==> config.mk <==
export PLATFORM = sky130hd
export DESIGN_NAME = led_arbiter
export DESIGN_NICKNAME = d
export VERILOG_FILES = /design/src/rtl/led_arbiter.sv
export SDC_FILE = /design/constraint.sdc
export NUM_CORES = 1
export LEC_CHECK = 0
export ABC_AREA = 1
export BUFFER_PORTS_ARGS = -buffer_cell sky130_fd_sc_hd__buf_2
export CAP_MARGIN = 30
export CORE_MARGIN = 5
export CORE_UTILIZATION = 52
export DETAILED_ROUTE_END_ITERATION = 6
export PLACE_DENSITY = 0.86
export SLEW_MARGIN = 25
export SYNTH_ARGS = -nofsm -noshare
export SYNTH_HDL_FRONTEND = slang
export SYNTH_SLANG_ARGS = --single-unit
==> constraint.sdc <==
create_clock -name clk -period 2 [get_ports clk]
set_input_delay 0.4 -clock clk [delete_from_list [all_inputs] [get_ports clk]]
set_output_delay 0.4 -clock clk [all_outputs]
set_load 0.02 [all_outputs]
==> src/rtl/led_arbiter.sv <==
`default_nettype none
// +--------------------------------------------------------------------------+
// | led_arbiter: fixed-priority LED sharing with minimum hold and blinking   |
// | Rev 1.0  initial release                                                 |
// +--------------------------------------------------------------------------+
module led_arbiter #(
  parameter int N_REQ    = 4,
  parameter int TICK_DIV = 12000,
  parameter int MIN_HOLD = 250,
  parameter int PHASE_W  = 10,
  parameter int SLOW_BIT = 9,
  parameter int FAST_BIT = 7
) (
  input  logic                     clk,
  input  logic                     reset,
  input  logic [N_REQ-1:0]         req,
  input  logic [2*N_REQ-1:0]       mode,
  output logic                     led,
  output logic [N_REQ-1:0]         grant,
  output logic [$clog2(N_REQ)-1:0] owner,
  output logic                     tick
);

  localparam int OWN_W   = $clog2(N_REQ);
  localparam int PRESC_W = $clog2(TICK_DIV);
  localparam int HOLD_W  = (MIN_HOLD > 1) ? $clog2(MIN_HOLD) : 1;
  localparam logic [PRESC_W-1:0] PRESC_MAX = PRESC_W'(TICK_DIV - 1);
  localparam logic [HOLD_W-1:0]  HOLD_MAX  = HOLD_W'(MIN_HOLD - 1);

  typedef enum logic [0:0] {
    S_IDLE = 1'b0,
    S_OWN  = 1'b1
  } state_t;

  state_t               state_q, state_d;
  logic [PRESC_W-1:0]   presc_q, presc_d;
  logic [HOLD_W-1:0]    hold_q, hold_d;
  logic [PHASE_W-1:0]   phase_q, phase_d;
  logic [OWN_W-1:0]     owner_q, owner_d;
  logic [N_REQ-1:0]     grant_q, grant_d;
  logic                 led_q, led_d;
  logic [OWN_W-1:0]     win;
  logic                 any_req;
  logic [1:0]           own_mode;

  assign tick = (presc_q == PRESC_MAX);

  always_comb begin
    win     = '0;
    any_req = |req;
    for (int i = 0; i < N_REQ; i++) begin
      if (req[i]) win = OWN_W'(i);
    end
  end

  always_comb begin
    presc_d = tick ? '0 : presc_q + PRESC_W'(1);
    state_d = state_q;
    hold_d  = hold_q;
    phase_d = phase_q;
    owner_d = owner_q;

    if (tick) begin
      case (state_q)
        S_IDLE: begin
          if (any_req) begin
            state_d = S_OWN;
            owner_d = win;
            hold_d  = '0;
            phase_d = '0;
          end
        end
        S_OWN: begin
          // A dropped request releases at once, regardless of hold time.
          if (!req[owner_q]) begin
            hold_d  = '0;
            phase_d = '0;
            if (any_req) begin
              owner_d = win;
            end else begin
              state_d = S_IDLE;
              owner_d = '0;
            end
          end else if (hold_q < HOLD_MAX) begin
            hold_d  = hold_q + HOLD_W'(1);
            phase_d = phase_q + PHASE_W'(1);
          end else if (win > owner_q) begin
            owner_d = win;
            hold_d  = '0;
            phase_d = '0;
          end else begin
            hold_d  = HOLD_MAX;
            phase_d = phase_q + PHASE_W'(1);
          end
        end
        default: state_d = S_IDLE;
      endcase
    end

    // Outputs are derived from next state so led and grant change together.
    own_mode = mode[{owner_d, 1'b0} +: 2];
    grant_d  = '0;
    led_d    = 1'b0;
    if (state_d == S_OWN) begin
      grant_d[owner_d] = 1'b1;
      case (own_mode)
        2'b00:   led_d = 1'b0;
        2'b01:   led_d = 1'b1;
        2'b10:   led_d = ~phase_d[SLOW_BIT];
        default: led_d = ~phase_d[FAST_BIT];
      endcase
    end
  end

  always_ff @(posedge clk) begin
    if (!reset) begin
      state_q <= S_IDLE;
      presc_q <= '0;
      hold_q  <= '0;
      phase_q <= '0;
      owner_q <= '0;
      grant_q <= '0;
      led_q   <= 1'b0;
    end else begin
      state_q <= state_d;
      presc_q <= presc_d;
      hold_q  <= hold_d;
      phase_q <= phase_d;
      owner_q <= owner_d;
      grant_q <= grant_d;
      led_q   <= led_d;
    end
  end

  assign led   = led_q;
  assign grant = grant_q;
  assign owner = owner_q;

endmodule
`default_nettype wire

== Word-level counts from Yosys, hierarchy flattened ==
Cells that the tools add are included.
Widths: inputs -> output; s select.

* $add $sub $neg: 3
* Eq/ne operators: 4
* Shift-type cells: 1
* Reductions and logical operators: 6
* Order comparisons: 5
* Bitwise logic cells: 4
* Muxes and demuxes: 30

{| class="wikitable"
|+ Operators with widths
! kind !! number
|-
| $mux 10 || 5
|-
| $mux 8 || 4
|-
| $pmux 10 s2 || 1
|-
| $mux 2 || 8
|-
| $pmux 8 s2 || 1
|-
| $add 14x1->14 const B || 1
|-
| $eq 14x14->1 const B || 1
|-
| $add 10x1->10 const B || 1
|-
| $add 8x1->8 const B || 1
|-
| $lt 8x8->1 const B || 1
|-
| $shiftx 8x4->2 || 1
|-
| $lt 2x3->1 const B || 2
|-
| $mux 1 || 6
|-
| $not 1->1 || 4
|-
| $pmux 2 s2 || 1
|-
| $reduce_and 2->1 || 2
|-
| $reduce_or 4->1 || 1
|-
| $pmux 1 s3 || 1
|-
| $bmux 1 s2 || 1
|-
| $demux 1 s2 || 1
|-
| $eq 2x1->1 const B || 1
|-
| $eq 2x2->1 const B || 1
|-
| $ge 2x1->1 const B || 1
|-
| $gt 2x2->1 || 1
|-
| other kinds (5) || 5
|}

* Output and inout port bits: 8
* Register bits after elaboration: 40
* Logic and storage cells: 61

== Logic depth before layout (Yosys ltp) ==
* Depth after elaboration: 13
* Gate-level depth with buffers: 18
* Gate-level depth less buffers: 18

== Worst setup path before layout ==
OpenSTA, ideal clock, no wires.

* Kind: register to register
* Start point: register owner_q[1], in the netlist owner[1]
* End point: register led_q, in the netlist led
* Data required time: 1.884 ns
* Path buffers: 0
* Cell stages (with the launch flop): 16
* Library setup time: 0.116 ns
* Setup slack: -0.035 ns
* Data arrival time: 1.919 ns
* Period minus slack after synthesis: 2.035 ns
* Cells stage by stage: dfxtp_1 inv_1 ha_1 nand2_1 a21boi_0 nand2_2 nand2_4 nand2_4 nand2_4 nand2_4 nand2_1 nand2_1 nand2_1 nand2_1 a21oi_1 nor2_2

* Cells in the longest elaborated chain, start to end: 9
* Elaborated cells between the ends (all ways): 25
* Those cells by class: 1 x order compare; 2 x eq/ne; 1 x shift; 17 x mux; 2 x bitwise; 2 x reduce/logical

{| class="wikitable"
|+ RTL lines
! what !! RTL line !! text
|-
| start, declared || 39 || <nowiki>logic [OWN_W-1:0] owner_q, owner_d;</nowiki>
|-
| start signal, assigned || 129 || <nowiki>owner_q <= owner_d;</nowiki>
|-
| $gt 2x2->1 || 87 || <nowiki>end else if (win > owner_q) begin</nowiki>
|-
| $mux 2 || 87 ||
|-
| $mux 2 || 84 || <nowiki>end else if (hold_q < HOLD_MAX) begin</nowiki>
|-
| $mux 2 || 75 || <nowiki>if (!req[owner_q]) begin</nowiki>
|-
| $pmux 2 s2 || 64 || <nowiki>case (state_q)</nowiki>
|-
| $mux 2 || 63 || <nowiki>if (tick) begin</nowiki>
|-
| $shiftx 8x4->2 || 101 || <nowiki>own_mode = mode[{owner_d, 1'b0} +: 2];</nowiki>
|-
| $eq 2x2->1, or another cell as far along || 106 || <nowiki>case (own_mode)</nowiki>
|-
| $pmux 1 s3 || 106 ||
|-
| end signal, assigned || 131 || <nowiki>led_q <= led_d;</nowiki>
|-
| end, declared || 41 || <nowiki>logic led_q, led_d;</nowiki>
|}

Several ways; a longest one is shown, not always the timed one. The select of a mux whose other input is x is not followed.
A chain may end at the register's enable or synchronous reset.

== Worst setup path after layout ==
Same ends and word-level chain as after synthesis.

==> results.py <==
metrics = {
    "setup_path": {
        "worstSetupPathType": "flip-flop to flip-flop",
        "cp_data_arrival_time_ns": 2.14,
        "reg2regPathDepth": 15,
        "cp.required_ns": 2.19,
        "crit_fanout": 5,
        "start_kind": "flip-flop",
        "end_kind": "flip-flop",
    },
    "grt": {
        "grt_overflow": 0,
        "met1_usage": 0.201,
        "met3_usage": 0.0446,
        "grt.total_usage": 0.184,
        "grt_first_pass_wirelength_um": 7940,
        "grt_max_degree": 16,
        "top_usage_layer": "met2",
        "antenna_found_initial": 0,
        "use_met2": 0.327,
        "first_global_vias": 1951,
    },
    "floorplanning": {
        "core_area_um2": 3970,
        "io_pins": 22,
        "start_util": 0.536,
        "die-area_um2": 5480,
        "die_w_um": 74.0,
        "fp.dieH_um": 74.0,
        "fp-row-count": 23,
    },
    "final_layout": {
        "drive_above_1_share": 0.259,
        "finalNetCount": 369,
        "num_antenna_cells": 0,
        "nFillCells": 319,
        "area_growth_pct": 21.6,
        "final_cell_mix": "nand2_1 (65), inv_1 (40), dfxtp_1 (35)",
        "final_common_cell": "nand2_1",
        "instances_no_fill": 398,
    },
    "cts": {
        "cts.sinks": 40,
        "clkLatencyLatePin_ns": 0.29,
        "clockBufferDepth": 2,
        "ctsHoldBuffers": 0,
        "clk_pin_slew_ns": 0.08,
        "cts_inserted_buffers": 5,
        "cts-htree-levels": 2,
        "cts_root_buf": "clkbuf_8",
        "cts_tree": "yes",
    },
    "placed_design": {
        "dp_hpwl_um": 3410,
        "numPortBuffers": 21,
        "gp_congestion": 0.800,
        "dpl.cell_count": 385,
    },
    "routing": {
        "viasPerCell": 5.18,
        "num_vias": 2062,
        "drc": 0,
        "ant_nets": 0,
        "wl_per_cell_um": 12.5,
        "drt-total-wl_um": 4960,
        "dr.pass1.iters": 5,
        "drt_iter0_drc": 116,
    },
    "synth": {
        "yosysUniqueCellTypes": 36,
        "syn_inst": 304,
        "syn_area_per_cell_um2": 7.01,
        "yosys_warnings": 0,
        "ys_async_sr_fraction": 0,
        "synthFlopType": "dfxtp_1",
        "syn_nets": 325,
        "synth_seq_cells": 40,
        "ys_seq_area_frac": 0.376,
        "synth_area_um2": 2130,
        "synth_edf_count": 0,
    },
    "status": {
        "outcome": "complete, no violations",
    },
    "pwr": {
        "switching_share": 0.232,
        "p_clk_frac": 0.367,
        "internal-power_mw": 1.07,
        "pwr-share-comb": 0.056,
        "p_sw_mw": 0.324,
        "power_density_nw_per_um2": 539,
        "pwr-share-seq": 0.577,
        "vdd_drop_max_uv": 406,
        "power.leakage_nw": 1.04,
        "totalPowerFinal_mw": 1.40,
    },
    "sta": {
        "slew_violations": 0,
        "tightest_slew_ns": 0.532,
        "hold_ws_ns": 0.404,
        "max_freq_mhz": 513,
        "finalClockSkew_ns": 0.00429,
        "fin_crit_ns": 1.95,
        "setup_viol": 0,
        "timing.final.crit_share": 0.975,
        "hold_viol_final": 0,
        "maxSlewHeadroom": 0.645,
    },
    "job": {
        "cap_violations": 0,
    },
    "hold_path": {
        "hold_path_depth": 3,
        "hold_path.class": "input port to flip-flop",
    },
}
-- routing by layer --
layer  vias up  routed length, um  share of wire
met1       929               2220           0.45
met2        52               2400           0.48
met5         -                  0              0
met3        14                192          0.039
li1       1067                  -              -
met4         0                153          0.031
-- power by group through the flow --
stage	clock network (mW)	registers [mW]	logic, mW
CTS	0.520	0.804	0.0690
global placement	0	0.823	0.0654
finish	0.512	0.806	0.0784
detailed placement	0	0.823	0.0674
floorplan	0	0.822	0.0379
global route	0.563	0.806	0.0871
-- worst max-delay path, cell delays in order (launching register included) --
cell and delay (ns):
dfxtp_4 0.39, inv_4 0.05, ha_4 0.26, nand2_1 0.08, a21boi_2 0.16, nand2_2 0.08
nand2_4 0.11, nand3b_4 0.12, nand2_4 0.10, nand2_1 0.07, nand2_1 0.08, nand2_1 0.07
nand2_2 0.09, nand3_1 0.07, nand2_1 0.08, nor2_2 0.03
-- cell usage after synthesis, types with 2 or more instances --
library cell,instances,area [um2]
a211oi_1,3,22.5
a21oi_1,23,115
a221oi_1,2,17.5
dfxtp_1,40,801
ha_1,7,87.6
inv_1,42,158
inv_2,8,30.0
nand2_1,68,255
nand2_2,2,12.5
nand2_4,5,56.3
nand3_1,17,85.1
nand3_2,2,20.0
nand4_1,4,25.0
nor2_1,33,124
nor2_2,3,18.8
nor2_4,2,22.5
nor3_1,9,45.0
nor3b_1,3,22.5
o21ai_0,12,60.1
xor2_1,3,26.3
-- final timing paths --
| path | startpoint | endpoint | slack (ns) |
|---|---|---|---|
| min | reset | hold_q[1] | 0.40 |
| max | owner[1] | led | 0.05 |
| min reg2reg | presc_q[0] | presc_q[0] | 0.44 |
| max reg2reg | owner[1] | led | 0.05 |
-- through the flow --
step	utilization	instance area, um2	setup TNS [ns]	setup slack (ns)
final	0.652	2590	0	0.0501
after detailed placement	0.599	2380	-1.61	-0.253
after CTS	0.624	2480	0	0.0130
after global routing	0.652	2590	-0.0626	-0.0513
after floorplan	-	2130	0	0.0273
after global placement	0.599	2380	-0.206	-0.132
-- flip-flops by register name, summed over array words and instances, names as in the netlist --
name and flops:
presc_q 14, phase_q 10, hold_q 8, grant 4
owner 2, led 1, state_q 1
-- layout make-up --
type	instances	area, um2	share of cell area
Sequential cell	40	812	0.314
Multi-Input combinational cell	211	1200	0.465
Tap cell	50	62.6	0.0242
Timing Repair Buffer	39	240	0.0928
Clock inverter	1	5.00	0.00193
Clock buffer	6	72.6	0.0280
Inverter	51	194	0.0749
-- logic make-up after synthesis --
group | synth area share
compound gates | 0.130
xor+xnor | 0.0165
fa+ha+maj | 0.0411
buf+inv | 0.0952
flops | 0.376
simple gates | 0.341
-- what timing repair did --
action | in CTS | in global routing
pin swaps | 1 | 9
endpoints found under the setup margin | 2 | 9
resized for setup | 4 | 22
setup buffers | 2 | 4
cloned | 0 | 0
No activity file was read; power rests on OpenSTA's default activity.
